==> src/rtl/home_ctrl_pkg.sv <==
// Shared definitions for the home appliance controller: mode encodings,
// mode-selector FSM states and the millisecond-to-cycle helper.
package home_ctrl_pkg;

  localparam logic [1:0] MODE_WATCH     = 2'd0;
  localparam logic [1:0] MODE_STOPWATCH = 2'd1;
  localparam logic [1:0] MODE_MICROWAVE = 2'd2;
  localparam logic [1:0] MODE_FAN       = 2'd3;

  typedef enum logic [2:0] {
    IDLE,
    PRESS,
    HELD,
    PULSE,
    BLANK
  } mode_sel_state_t;

  // Clamped to one cycle so a zero-length interval never underflows a reload.
  function automatic int ms_to_cycles(input int clk_hz, input int ms);
    int cyc;
    cyc = (clk_hz / 1000) * ms;
    return (cyc < 1) ? 1 : cyc;
  endfunction

  function automatic int max_int(input int a, input int b);
    return (a > b) ? a : b;
  endfunction

endpackage

==> src/rtl/home_mode_sync2.sv <==
// Two-flop synchronizer for a bundle of independent asynchronous inputs.
module home_mode_sync2 #(
  parameter int WIDTH = 1
) (
  input  logic             clk,
  input  logic             reset,
  input  logic [WIDTH-1:0] d,
  output logic [WIDTH-1:0] q
);

  logic [WIDTH-1:0] meta_reg;
  logic [WIDTH-1:0] sync_reg;

  always_ff @(posedge clk) begin
    if (reset) begin
      meta_reg <= '0;
      sync_reg <= '0;
    end else begin
      meta_reg <= d;
      sync_reg <= meta_reg;
    end
  end

  assign q = sync_reg;

endmodule

==> src/rtl/home_mode_selector.sv <==
// Appliance mode selector: long btnC press cycles top_mode, short press is
// forwarded as a fixed-width pulse. Optional audible cue under MODE_SEL_BEEP_EN.
module home_mode_selector
  import home_ctrl_pkg::*;
#(
  parameter int CLK_HZ        = 100_000_000,
  parameter int LONG_PRESS_MS = 1000,
  parameter int C_PULSE_MS    = 30,
  parameter int BLANK_MS      = 200,
  parameter int NUM_MODES     = 4,
  parameter int BEEP_MS       = 50
) (
  input  logic       clk,
  input  logic       reset,
  input  logic       btnU,
  input  logic       btnL,
  input  logic       btnC,
  input  logic       btnD,
  input  logic       busy,
  output logic [1:0] top_mode,
  output logic [3:0] fwd_btn,
  output logic       mode_changed,
  output logic       switch_reject,
  output logic       beep
);

  localparam int LONG_CYC  = ms_to_cycles(CLK_HZ, LONG_PRESS_MS);
  localparam int PULSE_CYC = ms_to_cycles(CLK_HZ, C_PULSE_MS);
  localparam int BLANK_CYC = ms_to_cycles(CLK_HZ, BLANK_MS);
  localparam int BEEP_CYC  = ms_to_cycles(CLK_HZ, BEEP_MS);
  localparam int MAX_CYC   = max_int(max_int(LONG_CYC, PULSE_CYC), max_int(BLANK_CYC, BEEP_CYC));
  // Counters are reloaded with N-1, so MAX_CYC-1 is the largest stored value.
  localparam int CNT_W     = (MAX_CYC > 1) ? $clog2(MAX_CYC) : 1;
  localparam logic [1:0] LAST_MODE = 2'(NUM_MODES - 1);
  localparam logic [3:0] ULD_MASK  = 4'b1101;
  localparam logic [3:0] C_BIT     = 4'b0010;

  logic [3:0]       btn_raw;
  logic [3:0]       btn_sync;
  logic             c_sync;

  mode_sel_state_t  state_reg, state_next;
  logic [CNT_W-1:0] cnt_reg, cnt_next;
  logic [1:0]       top_mode_reg, top_mode_next;
  logic             mode_changed_reg, mode_changed_next;
  logic             switch_reject_reg, switch_reject_next;

  assign btn_raw = {btnU, btnL, btnC, btnD};

  home_mode_sync2 #(
    .WIDTH (4)
  ) u_sync (
    .clk   (clk),
    .reset (reset),
    .d     (btn_raw),
    .q     (btn_sync)
  );

  assign c_sync = btn_sync[1];

  always_ff @(posedge clk) begin
    if (reset) begin
      state_reg         <= IDLE;
      cnt_reg           <= '0;
      top_mode_reg      <= MODE_WATCH;
      mode_changed_reg  <= 1'b0;
      switch_reject_reg <= 1'b0;
    end else begin
      state_reg         <= state_next;
      cnt_reg           <= cnt_next;
      top_mode_reg      <= top_mode_next;
      mode_changed_reg  <= mode_changed_next;
      switch_reject_reg <= switch_reject_next;
    end
  end

  always_comb begin
    state_next         = state_reg;
    cnt_next           = cnt_reg;
    top_mode_next      = top_mode_reg;
    mode_changed_next  = 1'b0;
    switch_reject_next = 1'b0;
    fwd_btn            = 4'b0000;

    case (state_reg)
      IDLE: begin
        fwd_btn = btn_sync & ULD_MASK;
        if (c_sync) begin
          state_next = PRESS;
          cnt_next   = CNT_W'(LONG_CYC - 1);
        end
      end

      PRESS: begin
        fwd_btn = btn_sync & ULD_MASK;
        // Expiry is tested before release so a release on the last cycle is long.
        if (cnt_reg == '0) begin
          if (busy) begin
            switch_reject_next = 1'b1;
          end else begin
            top_mode_next     = (top_mode_reg == LAST_MODE) ? MODE_WATCH : top_mode_reg + 2'd1;
            mode_changed_next = 1'b1;
          end
          state_next = HELD;
        end else if (!c_sync) begin
          state_next = PULSE;
          cnt_next   = CNT_W'(PULSE_CYC - 1);
        end else begin
          cnt_next = cnt_reg - 1'b1;
        end
      end

      HELD: begin
        if (!c_sync) begin
          state_next = BLANK;
          cnt_next   = CNT_W'(BLANK_CYC - 1);
        end
      end

      PULSE: begin
        fwd_btn = (btn_sync & ULD_MASK) | C_BIT;
        if (cnt_reg == '0) begin
          state_next = IDLE;
        end else begin
          cnt_next = cnt_reg - 1'b1;
        end
      end

      BLANK: begin
        if (cnt_reg == '0) begin
          state_next = IDLE;
        end else begin
          cnt_next = cnt_reg - 1'b1;
        end
      end

      default: begin
        state_next = IDLE;
      end
    endcase
  end

  assign top_mode      = top_mode_reg;
  assign mode_changed  = mode_changed_reg;
  assign switch_reject = switch_reject_reg;

`ifdef MODE_SEL_BEEP_EN
  logic             beep_reg;
  logic [CNT_W-1:0] beep_cnt_reg;
  logic [1:0]       beep_left_reg;

  // beep_left_reg counts the remaining phase toggles: 0 for a single chirp,
  // 2 for the high-low-high pattern of a refused switch.
  always_ff @(posedge clk) begin
    if (reset) begin
      beep_reg      <= 1'b0;
      beep_cnt_reg  <= '0;
      beep_left_reg <= 2'd0;
    end else if (mode_changed_reg) begin
      beep_reg      <= 1'b1;
      beep_cnt_reg  <= CNT_W'(BEEP_CYC - 1);
      beep_left_reg <= 2'd0;
    end else if (switch_reject_reg) begin
      beep_reg      <= 1'b1;
      beep_cnt_reg  <= CNT_W'(BEEP_CYC - 1);
      beep_left_reg <= 2'd2;
    end else if (beep_reg || (beep_left_reg != 2'd0)) begin
      if (beep_cnt_reg != '0) begin
        beep_cnt_reg <= beep_cnt_reg - 1'b1;
      end else if (beep_left_reg != 2'd0) begin
        beep_reg      <= ~beep_reg;
        beep_cnt_reg  <= CNT_W'(BEEP_CYC - 1);
        beep_left_reg <= beep_left_reg - 2'd1;
      end else begin
        beep_reg <= 1'b0;
      end
    end
  end

  assign beep = beep_reg;
`else
  assign beep = 1'b0;
`endif

endmodule

==> config.mk <==
export PLATFORM = sky130hd
export DESIGN_NAME = home_mode_selector
export DESIGN_NICKNAME = d
export VERILOG_FILES = /design/src/rtl/home_ctrl_pkg.sv /design/src/rtl/home_mode_sync2.sv /design/src/rtl/home_mode_selector.sv
export SDC_FILE = /design/constraint.sdc
export NUM_CORES = 1
export LEC_CHECK = 0
export CAP_MARGIN = 15
export CORE_MARGIN = 1.5
export CORE_UTILIZATION = 49
export DETAILED_ROUTE_END_ITERATION = 12
export HOLD_SLACK_MARGIN = 0.15
export PLACE_DENSITY = 0.71
export SLEW_MARGIN = 20
export SYNTH_ARGS = -nofsm -noshare
export SYNTH_HDL_FRONTEND = slang
export SYNTH_SLANG_ARGS = --single-unit
==> constraint.sdc <==
create_clock -name clk -period 2.2 [get_ports clk]
set_input_delay 0.22 -clock clk [delete_from_list [all_inputs] [get_ports clk]]
set_output_delay 0.22 -clock clk [all_outputs]
set_load 0.1 [all_outputs]
==> qor.yml <==
timing:
  rsz0062_at_grt: "true"
  finClkSkew_ps: 8.97
  tightest_slew_ps: 581
  hold_violations: 0
  finalSetupViolCount: 4
  finalWorstSetupSlack_ps: -68.2
  fin_crit_sh_pct: 103
  max_freq_mhz: 441
  drv_slew: 0
  maxSlewHeadroom_pct: 61.2
  finalCriticalPeriod_ps: 2270
worst_setup_path:
  crit_slowest_cell: "or4_4"
  required_ps: 2430
  r2r_slack_ps: -70
  crit_family: "simple AND/OR/NAND/NOR gates"
  start_kind: "register"
  crit_type: "reg -> reg"
  end_kind: "register"
  critical_path_buf_inv_count: 1
  crit_chain: "inv_2, ha_4, nor3b_4, nand4b_1, or2_4, or4_4, or3_4, a21oi_2"
  critical_path.max_fanout: 4
  cpPeakStageDelay_ps: 430
  arrival_ps: 2500
cts:
  cts_tree: "yes"
  cts_sinks: 42
  cts_buffers: 5
  path_clk_slew_ps: 80
  cts-root-buf: "clkbuf_8"
  hold_buffers: 0
  cts_htree_levels: 2
  clk_latency_ps: 300
  clockBufferDepth: 2
placement:
  dp_slack_ps: -121
  numPortBuffers: 14
  gp_congestion: 0.905
  hpwl_mm: 4.14
power_and_ir_drop:
  total_power_w: 0.00217
  p_leak_nw: 1.20
  ir_drop_mv: 0.403
  p_clk_share_pct: 23.9
  powerDensity_mw_per_mm2: 718
  pwr-share-comb_pct: 35.4
  p_int_w: 0.00142
  swShare_pct: 34.5
  power_switching_w: 0.000748
  seqPwrFrac_pct: 40.7
logic_synthesis:
  synth_warnings: 0
  synthAdderAreaFrac_pct: 1.11
  synth-seq-cells: 42
  syn_inst: 292
  synth_top_area_share_pct: 37.4
  synth_top_family_by_area: "simple AND/OR/NAND/NOR gates"
  synth.distinct_cells: 48
  ys_seq_area_share_pct: 37.4
  synth-compound-area-share_pct: 24.0
  synthSimpleGateAreaFrac_pct: 29.5
  synth_common_cells: "dfxtp_1 (42), a21oi_1 (37), nor2_1 (30), o21ai_0 (30), nor3_1 (22)"
  synth.top_cells.by_area: "dfxtp_1 (37%), a21oi_1 (8.2%), o21ai_0 (6.7%)"
  synth_area_per_cell_sq_um: 7.69
  yosysTopAreaCell: "dfxtp_1"
  syn_nets: 301
  synthesis.area_sq_mm: 0.00225
  synth_xor_area_share_pct: 2.34
  synth_mux_area_share_pct: 0.446
  synth-edff-count: 0
  async_reset_ff_share_pct: 0
  synth_most_common_cell: "dfxtp_1"
  ys.flop_type: "dfxtp_1"
floorplanning:
  fp.coreArea_sq_mm: 0.00438
  initial_core_util_pct: 51.2
  std_cell_rows: 24
  dieArea_sq_mm: 0.00500
  die_w_um: 70.7
  die_h_um: 70.7
  io_pins: 16
drt:
  vias: 2379
  wl_mm: 6.11
  dr.pass1.iters: 4
  ant_nets: 0
  drt-initial-drc-count: 162
  drc: 0
  vias_per_cell: 5.96
  wl_per_cell_um: 15.3
job:
  max-cap-violations: 0
grt:
  grt_overflow: 0
  globalRouteTotalUtil_pct: 24.8
  antenna_found_initial: 0
  grt_max_degree: 39
  grt_pass1_vias: 2182
  grt_pass1_wl_mm: 10.0
finish:
  nFillCells: 358
  final_nets: 355
  area_delta_synth_final_pct: 34.4
  drive_above_1_share_pct: 27.1
  largest_reg_flops: 27
  insertedDiodeCount: 0
status:
  status: "finished with violations"
  violations: "negative setup slack"
hold_path:
  hold_class: "reg -> reg"
## cell families after synthesis
group / count (synthesis)
simple gates: 121
compound gates: 92
flops: 42
buf+inv: 27
xor+xnor: 6
fa+ha+maj: 2
other cells: 1
mux: 1
## layout make-up
class,count,area (sq um),share of cell area [%]
clock buffer,7,86.3,2.86
timing repair buffer,64,574,19.0
multi-input combinational,223,1410,46.6
tap,52,65.1,2.16
clock inverter,1,5.00,0.166
sequential,42,843,27.9
inverter,10,37.5,1.24
## worst reg2reg max path, cell delays in order (launching register included)
cell and delay [ps]:
dfxtp_2 330, inv_2 80, ha_4 140, nor3b_4 230, nand4b_1 180, or2_4 300
or4_4 430, or3_4 380, a21oi_2 130
## worst paths after layout
| path | depth (start not counted) | end | start |
|---|---|---|---|
| max reg2reg | 8 | top_mode[0] | cnt_reg[0] |
| min reg2reg | 1 | u_sync.q[2] | u_sync.meta_reg[2] |
| max | 8 | top_mode[0] | cnt_reg[0] |
| min | 1 | u_sync.q[2] | u_sync.meta_reg[2] |
## repair_timing
| item | in CTS | in global routing |
|---|---|---|
| gates resized for setup | 11 | 26 |
| gates cloned | 0 | 1 |
| pin swaps | 4 | 5 |
| setup endpoints to repair | 16 | 26 |
| buffers inserted | 4 | 5 |
## power groups by stage
stage / clock, W / combinational, W / sequential [W]
6_report: 0.000518 / 0.000766 / 0.000882
5_1_grt: 0.000553 / 0.000843 / 0.000890
4_1_cts: 0.000525 / 0.000696 / 0.000879
3_5_place_dp: 0 / 0.000658 / 0.000895
3_3_place_gp: 0 / 0.000648 / 0.000893
2_1_floorplan: 0 / 0.000412 / 0.000892
## layer usage
metal  vias to the layer above  part of all wire [%]  GRT usage (%)
li1                       1172                     -              -
met1                      1109                    44           33.7
met2                        89                    48           40.1
met3                         9                   7.2           4.42
met4                         0                   1.3           8.18
met5                         -                     0              0
## layout by cell type (no fill, tap or decap), types with 3 or more instances in the layout
master,synthesis,final
nor3_1,22,19
o21ai_0,30,25
a21oi_1,37,33
inv_1,10,8
nor2b_1,8,8
dfxtp_1,42,40
nand3_1,6,6
xor2_1,4,4
clkbuf_8,0,6
and2_1,6,6
buf_12,0,5
o21ai_1,0,3
nand2b_1,5,5
buf_6,1,5
nand4_1,3,3
a31oi_1,3,3
clkdlybuf4s50_1,0,6
nor4_1,7,6
nor2_1,30,29
a311oi_1,7,6
nand2_1,15,15
a21oi_2,1,4
buf_4,1,47
## metrics by stage
step	hold slack (ps)	std cells	setup TNS [ps]	cell area, sq um	util, %
floorplan	348	292	-100	2260	-
global placement	416	382	-475	2740	62.5
detailed placement	433	382	-798	2740	62.5
CTS	446	394	-63.5	2900	66.1
global route	469	399	-990	3020	68.8
finish	440	399	-152	3020	68.8
No activity file was read; power rests on OpenSTA's default activity.
